--- src/rtl/peripheral_bcdconv.sv ---
`default_nettype none
// ============================================================================
// Module   : peripheral_bcdconv
// Brief    : Bus-mapped binary<->packed-BCD converter, one bit per clock
//            (double dabble / reverse double dabble) with status and irq.
// Revision : 1.0 - initial release
// ============================================================================
module peripheral_bcdconv #(
    parameter int WIDTH  = 16,
    parameter int DIGITS = 5
) (
    input  logic        clk,
    input  logic        reset,
    input  logic [31:0] d_in,
    input  logic        cs,
    input  logic [4:0]  addr,
    input  logic        rd,
    input  logic        wr,
    output logic [31:0] d_out,
    output logic        irq
);

    localparam int c_BCD_W = 4 * DIGITS;
    localparam int c_SR_W  = c_BCD_W + WIDTH;
    localparam int c_CNT_W = $clog2(WIDTH + 1);

    localparam logic [c_CNT_W-1:0] c_CNT_INIT = c_CNT_W'(WIDTH);
    localparam logic [c_CNT_W-1:0] c_CNT_LAST = c_CNT_W'(1);

    localparam logic [4:0] c_ADDR_DATA   = 5'h04;
    localparam logic [4:0] c_ADDR_MODE   = 5'h08;
    localparam logic [4:0] c_ADDR_CTRL   = 5'h0C;
    localparam logic [4:0] c_ADDR_STATUS = 5'h10;
    localparam logic [4:0] c_ADDR_RESULT = 5'h14;

    typedef enum logic [1:0] {
        S_IDLE   = 2'd0,
        S_LOAD   = 2'd1,
        S_SHIFT  = 2'd2,
        S_FINISH = 2'd3
    } state_t;

    state_t              r_state;
    logic [31:0]         r_data_in;
    logic [1:0]          r_mode;
    logic [31:0]         r_snap;
    logic                r_dir;
    logic [c_SR_W-1:0]   r_sr;
    logic [c_CNT_W-1:0]  r_cnt;
    logic [31:0]         r_result;
    logic                r_done;
    logic                r_err;
    logic [31:0]         r_dout;

    logic                w_start;
    logic                w_busy;
    logic                w_bad;
    logic [c_SR_W-1:0]   w_fwd;
    logic [c_SR_W-1:0]   w_rev;
    logic                w_unused_ok;

    assign w_start     = cs && wr && (addr == c_ADDR_CTRL) && d_in[0];
    assign w_busy      = (r_state != S_IDLE);
    assign w_unused_ok = &{1'b0, r_snap};

    // Per-digit corrections: forward adjusts before the shift, reverse after.
    always_comb begin
        w_fwd = r_sr;
        w_rev = {1'b0, r_sr[c_SR_W-1:1]};
        w_bad = 1'b0;
        for (int d = 0; d < DIGITS; d++) begin
            if (r_sr[WIDTH+4*d +: 4] >= 4'd5)
                w_fwd[WIDTH+4*d +: 4] = r_sr[WIDTH+4*d +: 4] + 4'd3;
            if (w_rev[WIDTH+4*d +: 4] >= 4'd8)
                w_rev[WIDTH+4*d +: 4] = w_rev[WIDTH+4*d +: 4] - 4'd3;
            if (r_snap[4*d +: 4] > 4'd9)
                w_bad = 1'b1;
        end
        w_fwd = {w_fwd[c_SR_W-2:0], 1'b0};
    end

    always_ff @(posedge clk) begin
        if (reset) begin
            r_state   <= S_IDLE;
            r_data_in <= '0;
            r_mode    <= '0;
            r_snap    <= '0;
            r_dir     <= 1'b0;
            r_sr      <= '0;
            r_cnt     <= '0;
            r_result  <= '0;
            r_done    <= 1'b0;
            r_err     <= 1'b0;
            r_dout    <= '0;
        end else begin
            if (cs && wr) begin
                case (addr)
                    c_ADDR_DATA: r_data_in <= d_in;
                    c_ADDR_MODE: r_mode    <= d_in[1:0];
                    default:     ;
                endcase
            end

            if (cs && rd) begin
                case (addr)
                    c_ADDR_STATUS: r_dout <= {29'd0, r_err, w_busy, r_done};
                    c_ADDR_RESULT: r_dout <= r_result;
                    default:       r_dout <= '0;
                endcase
            end else begin
                r_dout <= '0;
            end

            case (r_state)
                S_IDLE: begin
                    if (w_start) begin
                        r_snap  <= r_data_in;
                        r_dir   <= r_mode[0];
                        r_done  <= 1'b0;
                        r_err   <= 1'b0;
                        r_state <= S_LOAD;
                    end
                end
                S_LOAD: begin
                    r_cnt <= c_CNT_INIT;
                    if (!r_dir) begin
                        r_sr    <= {{c_BCD_W{1'b0}}, r_snap[WIDTH-1:0]};
                        r_state <= S_SHIFT;
                    end else begin
                        r_sr <= {r_snap[c_BCD_W-1:0], {WIDTH{1'b0}}};
                        if (w_bad) begin
                            r_err   <= 1'b1;
                            r_state <= S_FINISH;
                        end else begin
                            r_state <= S_SHIFT;
                        end
                    end
                end
                S_SHIFT: begin
                    r_sr  <= r_dir ? w_rev : w_fwd;
                    r_cnt <= r_cnt - 1'b1;
                    if (r_cnt == c_CNT_LAST)
                        r_state <= S_FINISH;
                end
                S_FINISH: begin
                    if (!r_dir) begin
                        r_result <= 32'(r_sr[c_SR_W-1:WIDTH]);
                    end else if (r_err || (r_sr[c_SR_W-1:WIDTH] != '0)) begin
                        // Leftover BCD weight means the value exceeds WIDTH bits.
                        r_err    <= 1'b1;
                        r_result <= '0;
                    end else begin
                        r_result <= 32'(r_sr[WIDTH-1:0]);
                    end
                    r_done  <= 1'b1;
                    r_state <= S_IDLE;
                end
                default: r_state <= S_IDLE;
            endcase
        end
    end

    assign d_out = r_dout;
    assign irq   = r_done & r_mode[1];

endmodule
`default_nettype wire

--- config.mk ---
export PLATFORM = sky130hd
export DESIGN_NAME = peripheral_bcdconv
export DESIGN_NICKNAME = d
export VERILOG_FILES = /design/src/rtl/peripheral_bcdconv.sv
export SDC_FILE = /design/constraint.sdc
export NUM_CORES = 1
export LEC_CHECK = 0
export CAP_MARGIN = 10
export CORE_ASPECT_RATIO = 1.1
export CORE_MARGIN = 2
export CORE_UTILIZATION = 56
export CTS_CLUSTER_SIZE = 30
export DETAILED_ROUTE_END_ITERATION = 10
export PLACE_DENSITY = 0.8
export RECOVER_POWER = 100
export SYNTH_ARGS = -nofsm -noshare
export SYNTH_HDL_FRONTEND = slang
export SYNTH_SLANG_ARGS = --single-unit
--- constraint.sdc ---
create_clock -name clk -period 2.36 [get_ports clk]
set_input_delay 0.59 -clock clk [delete_from_list [all_inputs] [get_ports clk]]
set_output_delay 0.59 -clock clk [all_outputs]
set_load 0.01 [all_outputs]
==> results of run 1 <==
[worst max-delay path: cells and delay by family]
family	cells	cell delay, ns
AND/OR/NAND/NOR	3	0.89
buffers and inverters	2	0.84
AO/OA/AOI/OAI	2	0.16
[cell usage in the layout (no fill, tap or decap), types with 4 or more instances in the layout]
cell and count:
buf_4 21, nor2_1 91, xnor2_1 11, clkbuf_16 17, and2_0 6, nand2b_1 12, nand2_1 95, nor3_1 6
nand3_1 18, mux2i_1 47, a21oi_2 6, mux2_2 4, o2111ai_1 7, ha_1 33, and2_1 14, a221oi_1 9
dfxtp_1 127, clkinv_2 5, and3_1 5, or3_1 6, clkinvlp_4 4, a31oi_1 12, clkbuf_1 5, inv_1 24
a21oi_1 80, a211oi_1 17, dlygate4sd3_1 23, o211ai_1 5, a21o_1 6, o21ai_0 50, conb_1 12, clkdlybuf4s50_1 26
[final cells by class]
type / count / area [um^2] / area share, %
Multi-Input combinational cell: 576 / 3498 / 46.10
Clock inverter: 11 / 93.84 / 1.237
Inverter: 26 / 97.59 / 1.286
Sequential cell: 128 / 2564 / 33.78
Tap cell: 150 / 187.7 / 2.473
Timing Repair Buffer: 77 / 710.7 / 9.365
Clock buffer: 20 / 436.7 / 5.754
[cell families (layout without fill, tap and decap cells)]
kind of cell	Yosys count	count (layout)	synth area share [%]
xor+xnor	11	11	1.486
buf+inv	95	134	6.892
flops	128	128	39.54
mux	51	51	7.954
simple gates	269	269	19.23
compound gates	200	200	18.48
other cells	1	12	0.05786
fa+ha+maj	33	33	6.371
[power groups by stage]
stage	clock (uW)	combinational, uW	sequential, uW
3_3_place_gp	0	119	2220
2_1_floorplan	0	71.0	2210
3_5_place_dp	0	121	2220
6_report	2370	122	2170
5_1_grt	2490	132	2170
4_1_cts	2390	122	2170
[worst min path at each step]
stage	startpoint	to	slack [ns]
5_1_grt	r_data_in[2]	r_data_in[2]	0.47
6_report	r_result[3]	d_out[3]	0.45
2_1_floorplan	r_result[11]	d_out[11]	0.42
3_5_place_dp	r_result[3]	d_out[3]	0.44
3_3_place_gp	r_result[7]	d_out[7]	0.43
4_1_cts	r_result[3]	d_out[3]	0.45
[Yosys cell counts (all sizes together), types with 2 or more instances]
master / instances / area (um^2)
o211ai: 5 / 37.54
xnor2: 11 / 96.34
nor4bb: 2 / 20.02
clkbuf: 41 / 153.9
or4: 2 / 18.77
a21o: 6 / 45.04
mux2i: 47 / 470.5
nor4: 2 / 27.53
inv: 24 / 90.09
clkinv: 2 / 7.510
nand2b: 12 / 75.07
and3: 5 / 31.28
nand3b: 2 / 15.01
nor2b: 2 / 12.51
nor3: 6 / 30.03
or3: 6 / 37.54
a31oi: 12 / 75.07
nand3: 18 / 90.09
o2111ai: 7 / 61.31
nand2: 95 / 371.6
ha: 33 / 412.9
a21oi: 86 / 452.9
and2: 21 / 132.6
a221oi: 9 / 78.83
and4b: 2 / 20.02
mux2: 4 / 45.04
nor2: 91 / 341.6
o21ai: 50 / 250.2
dfxtp: 128 / 2562
buf: 28 / 195.2
a211oi: 17 / 127.6
[metrics by stage]
| stage | setup slack [ns] | total power (uW) |
|---|---|---|
| after floorplan | 0.4734 | 2285 |
| after global placement | 0.08176 | 2334 |
| after detailed placement | 0.02141 | 2336 |
| after CTS | 0.2843 | 4683 |
| after global routing | 0.08769 | 4793 |
| final | 0.1988 | 4656 |
[registers in the layout, summed over array words and instances (netlist names)]
signal     count
d_out         20
r_done         1
r_err          1
r_snap        20
r_result      20
r_data_in     20
r_mode         2
r_cnt          5
r_sr          36
r_dir          1
r_state        2
[per-layer routing]
layer | track usage, % | vias to the layer above
met5 | 0 | -
met4 | 11.60 | 0
met3 | 6.368 | 38
met2 | 46.07 | 231
met1 | 34.02 | 2724
li1 | - | 2766
==> impl_metrics.yaml, run 1 <==
status:
  outcome: "complete, no violations"
place:
  hpwl_mm: 10.88
  io_buffers: 50
  place_area_um2: 7097
  placedCellCount: 957
  gp_congestion: 0.9329
cts:
  clock_sinks: 128
  cts.clk_slew.worst_paths_ns: 0.05
  htreeDepth: 4
  cts_tree: "yes"
  clock-root-buffer: "clkbuf_16"
  cts_buffers: 17
  cts_repair_resize_count: 0
  cts_buffer_depth: 2
  postCtsHoldBufs: 0
  insertion_delay_ns: 0.42
  cts_setup_buffers: 0
synthesis:
  avgSynthCellArea_um2: 8.225
  synth-edff-count: 0
  synth_cells: 788
  synth_ff_type: "dfxtp_1"
  syn_area_um2: 6481
  synthDistinctLibCells: 52
  ys_seq_area_share_pct: 39.54
  async_flop_share_pct: 0
  ys_warn_count: 0
  synth_seq_cells: 128
global_routing:
  grt_max_degree: 111
  track_usage_pct: 27.39
  grt_pass1_vias: 5643
  antenna_found_initial: 0
  grt-ovfl-total: 0
  grt_pass1_wl_mm: 27.12
floorplan:
  fp.dieW_um: 106.6
  io_pins: 75
  core_um2: 11390
  die_area_um2: 12450
  start_util_pct: 56.91
  rows: 41
  chipHeight_um: 116.8
setup_path:
  crit_end: "r_state[0]"
  worstPathMaxFanout: 23
  crit_arrival_ns: 2.49
  critical_path_required_ns: 2.69
  crit_start: "addr[3]"
  regToRegSetupSlack_ns: 0.27
  worst_r2r_endpoint: "r_sr[28]"
  reg2reg_from: "r_state[0]"
  critical_path.cell_chain: "dlygate4sd3_1 > nor4bb_1 > nand3_1 > buf_12 > o21ai_0 > a21oi_1 > nor3_1"
  critPathKind: "input pin to flop"
  slowest_stage: "dlygate4sd3_1"
  startpoint_type: "input pin"
  reg2reg_depth: 8
  slowest_delay_ns: 0.62
  endpoint_kind: "flop"
final_layout:
  postLayoutCoreUtil_pct: 66.63
  layout-drive-gt1-share_pct: 8.234
  fin_area_um2: 7589
  fin_nets: 901
  fillers: 974
  n_antenna_cell: 0
  syn_to_final_growth_pct: 17.08
  final_cells: 988
power_and_ir_drop:
  power.switching_uw: 1005
  ir_drop_mv: 0.3811
  seqPwrFrac_pct: 46.6
  intPower_uw: 3651
  p_leak_uw: 0.002923
  power_per_cell_area_nw_per_um2: 613.6
  pwr-share-comb_pct: 2.6
  sw_frac_of_total_pct: 21.59
  power.share.clock_pct: 50.8
timing:
  hold_viol: 0
  worst_pin_slew_ns: 0.7517
  skew_ns: 0.005268
  finalSetupViolCount: 0
  setup_tns_ns: 0
  rsz0062_at_grt: "no"
  whs_ns: 0.4518
  max_freq_ghz: 0.4627
  report.final.slew_viol_count: 0
  fin_crit_ns: 2.161
  finalCritPeriodShare_pct: 91.58
  maxSlewHeadroom_pct: 49.89
worst_hold_path:
  min_path_type: "flop to flop"
  min_path_cells: 1
route:
  wirelength_mm: 16.03
  ant_nets: 0
  wl_met3_mm: 1.025
  viasPerCell: 5.829
  vias: 5759
  drc: 0
  top_layer: "met4"
  drt-met1-wl_mm: 6.887
  drtIter0Drc: 565
  drt_pass1_iterations: 5
  avgRoutedWirePerCell_um: 16.22
  routed-wl-met2_mm: 7.710
run:
  cap_violations: 0
(Power assumes the default switching activity.)
==> run 2: changes to the inputs <==
Settings changed: CORE_UTILIZATION 56 to 60, DONT_BUFFER_PORTS set to 1, PLACE_DENSITY 0.8 to 0.76.
==> run 2 against run 1 <==
  * Flip-flop and latch count unchanged
  * Non-clock buffer count fell by 57
  * Worst hold slack got worse by 0.21 ns
  * Cell area fell by 6.9%
  * Clock skew grew 0.0026 ns
  * Critical path depth grew 1
  * Maximum frequency is 2.9% higher
  * Critical endpoint is now r_err
  * Largest power group unchanged
  * Highest routed layer unchanged
==> impl_metrics.yaml, run 2 (synthesis results as in run 1) <==
cts:
  htreeDepth: 4
  cts_buffers: 17
  cts_repair_resize_count: 0
  clock-root-buffer: "clkbuf_16"
  insertion_delay_ns: 0.41
  cts_tree: "yes"
  cts_buffer_depth: 2
  clock_sinks: 128
  cts.clk_slew.worst_paths_ns: 0.06
  postCtsHoldBufs: 0
  cts_setup_buffers: 0
route:
  avgRoutedWirePerCell_um: 17.70
  viasPerCell: 6.028
  wirelength_mm: 16.37
  drtIter0Drc: 460
  routed-wl-met2_mm: 8.251
  drc: 0
  vias: 5576
  ant_nets: 0
  drt-met1-wl_mm: 6.572
  wl_met3_mm: 1.116
  drt_pass1_iterations: 5
  top_layer: "met4"
timing:
  skew_ns: 0.007879
  worst_pin_slew_ns: 0.8050
  fin_crit_ns: 2.100
  max_freq_ghz: 0.4762
  hold_viol: 0
  finalSetupViolCount: 0
  report.final.slew_viol_count: 0
  whs_ns: 0.2391
  rsz0062_at_grt: "no"
  setup_tns_ns: 0
  finalCritPeriodShare_pct: 88.98
  maxSlewHeadroom_pct: 46.33
power_and_ir_drop:
  intPower_uw: 3849
  power_per_cell_area_nw_per_um2: 685.8
  pwr-share-comb_pct: 0.7
  seqPwrFrac_pct: 44.8
  p_leak_uw: 0.002636
  sw_frac_of_total_pct: 20.57
  power.share.clock_pct: 54.6
  ir_drop_mv: 0.4888
  power.switching_uw: 996.5
final_layout:
  layout-drive-gt1-share_pct: 8.056
  layout_common_cells: "dfxtp_1, nand2_1, nor2_1, a21oi_1, o21ai_0"
  syn_to_final_growth_pct: 9.015
  fin_area_um2: 7066
  top_register: "r_sr"
  mostFrequentLayoutCell: "dfxtp_1"
  largest_reg_flops: 36
  n_antenna_cell: 0
  fin_nets: 844
global_routing:
  grt_max_degree: 112
  track_usage_pct: 28.98
  antenna_found_initial: 0
  grt_pass1_wl_mm: 26.47
  grt-ovfl-total: 0
  grt_pass1_vias: 5378
place:
  io_buffers: 0
  place_area_um2: 6513
  gp_congestion: 0.9177
  hpwl_mm: 10.70
setup_path:
  critical_path_required_ns: 2.69
  slowest_stage: "dfxtp_1"
  startpoint_type: "flop"
  critPathKind: "flop to flop"
  endpoint_kind: "flop"
  worstPathMaxFanout: 24
  crit_arrival_ns: 2.43
  critical_path.cell_chain: "inv_1 > ha_1 > buf_4 > nor2_1 > clkbuf_1 > nand3b_1 > a211o_1 > a22oi_1"
  slowest_delay_ns: 0.41
floorplan:
  chipHeight_um: 113.0
  die_area_um2: 11650
  io_pins: 75
  start_util_pct: 62.07
  rows: 39
  fp.dieW_um: 103.1
  core_um2: 10440
worst_hold_path:
  min_path_type: "input pin to flop"
run:
  cap_violations: 0
status:
  outcome: "complete, no violations"
[run 2: power by group through the flow]
stage	Clock, uW	Sequential, uW	Combinational, uW
5_1_grt	2760	2170	37.3
4_1_cts	2670	2170	33.1
3_5_place_dp	0	2220	32.7
6_report	2640	2170	32.9
3_3_place_gp	0	2220	31.9
2_1_floorplan	0	2210	71.0
[run 2: worst max-delay path: cells and delay by family (launching register included)]
| kind | cells | cell delay, ns |
|---|---|---|
| buffers and inverters | 3 | 0.70 |
| DFF | 1 | 0.41 |
| AOI/OAI and AO/OA | 2 | 0.40 |
| and+or+nand+nor | 2 | 0.27 |
| adders and majority gates | 1 | 0.24 |
[run 2: worst paths after layout]
check,slack [ns],endpoint,depth (start not counted),start
setup / recovery,0.26,r_err,8,r_state[0]
hold reg to reg,0.45,r_data_in[4],2,r_data_in[4]
setup reg to reg,0.26,r_err,8,r_state[0]
hold / removal,0.24,r_data_in[4],1,reset
[run 2: area by class of cell]
type / count / area, um^2
Multi-Input combinational cell: 576 / 3491
Fill cell: 875 / 3377
Inverter: 26 / 97.59
Tap cell: 143 / 178.9
Timing Repair Buffer: 20 / 126.4
Clock buffer: 21 / 480.5
Clock inverter: 11 / 127.6
Sequential cell: 128 / 2564
[run 2: metrics by stage]
stage	utilization (%)	worst slack (ns)	power, uW	cells
2_1_floorplan	-	0.4734	2285	799
3_3_place_gp	62.37	0.4872	2247	893
3_5_place_dp	62.37	0.4139	2248	893
4_1_cts	68.19	0.3443	4867	925
5_1_grt	67.66	0.1412	4962	925
6_report	67.66	0.2600	4845	925
[run 2: metal layers]
| metal | track usage, % | vias to the layer above |
|---|---|---|
| met5 | 0 | - |
| met4 | 11.40 | 0 |
| met3 | 6.115 | 34 |
| met2 | 48.27 | 232 |
| met1 | 36.35 | 2652 |
| li1 | - | 2658 |
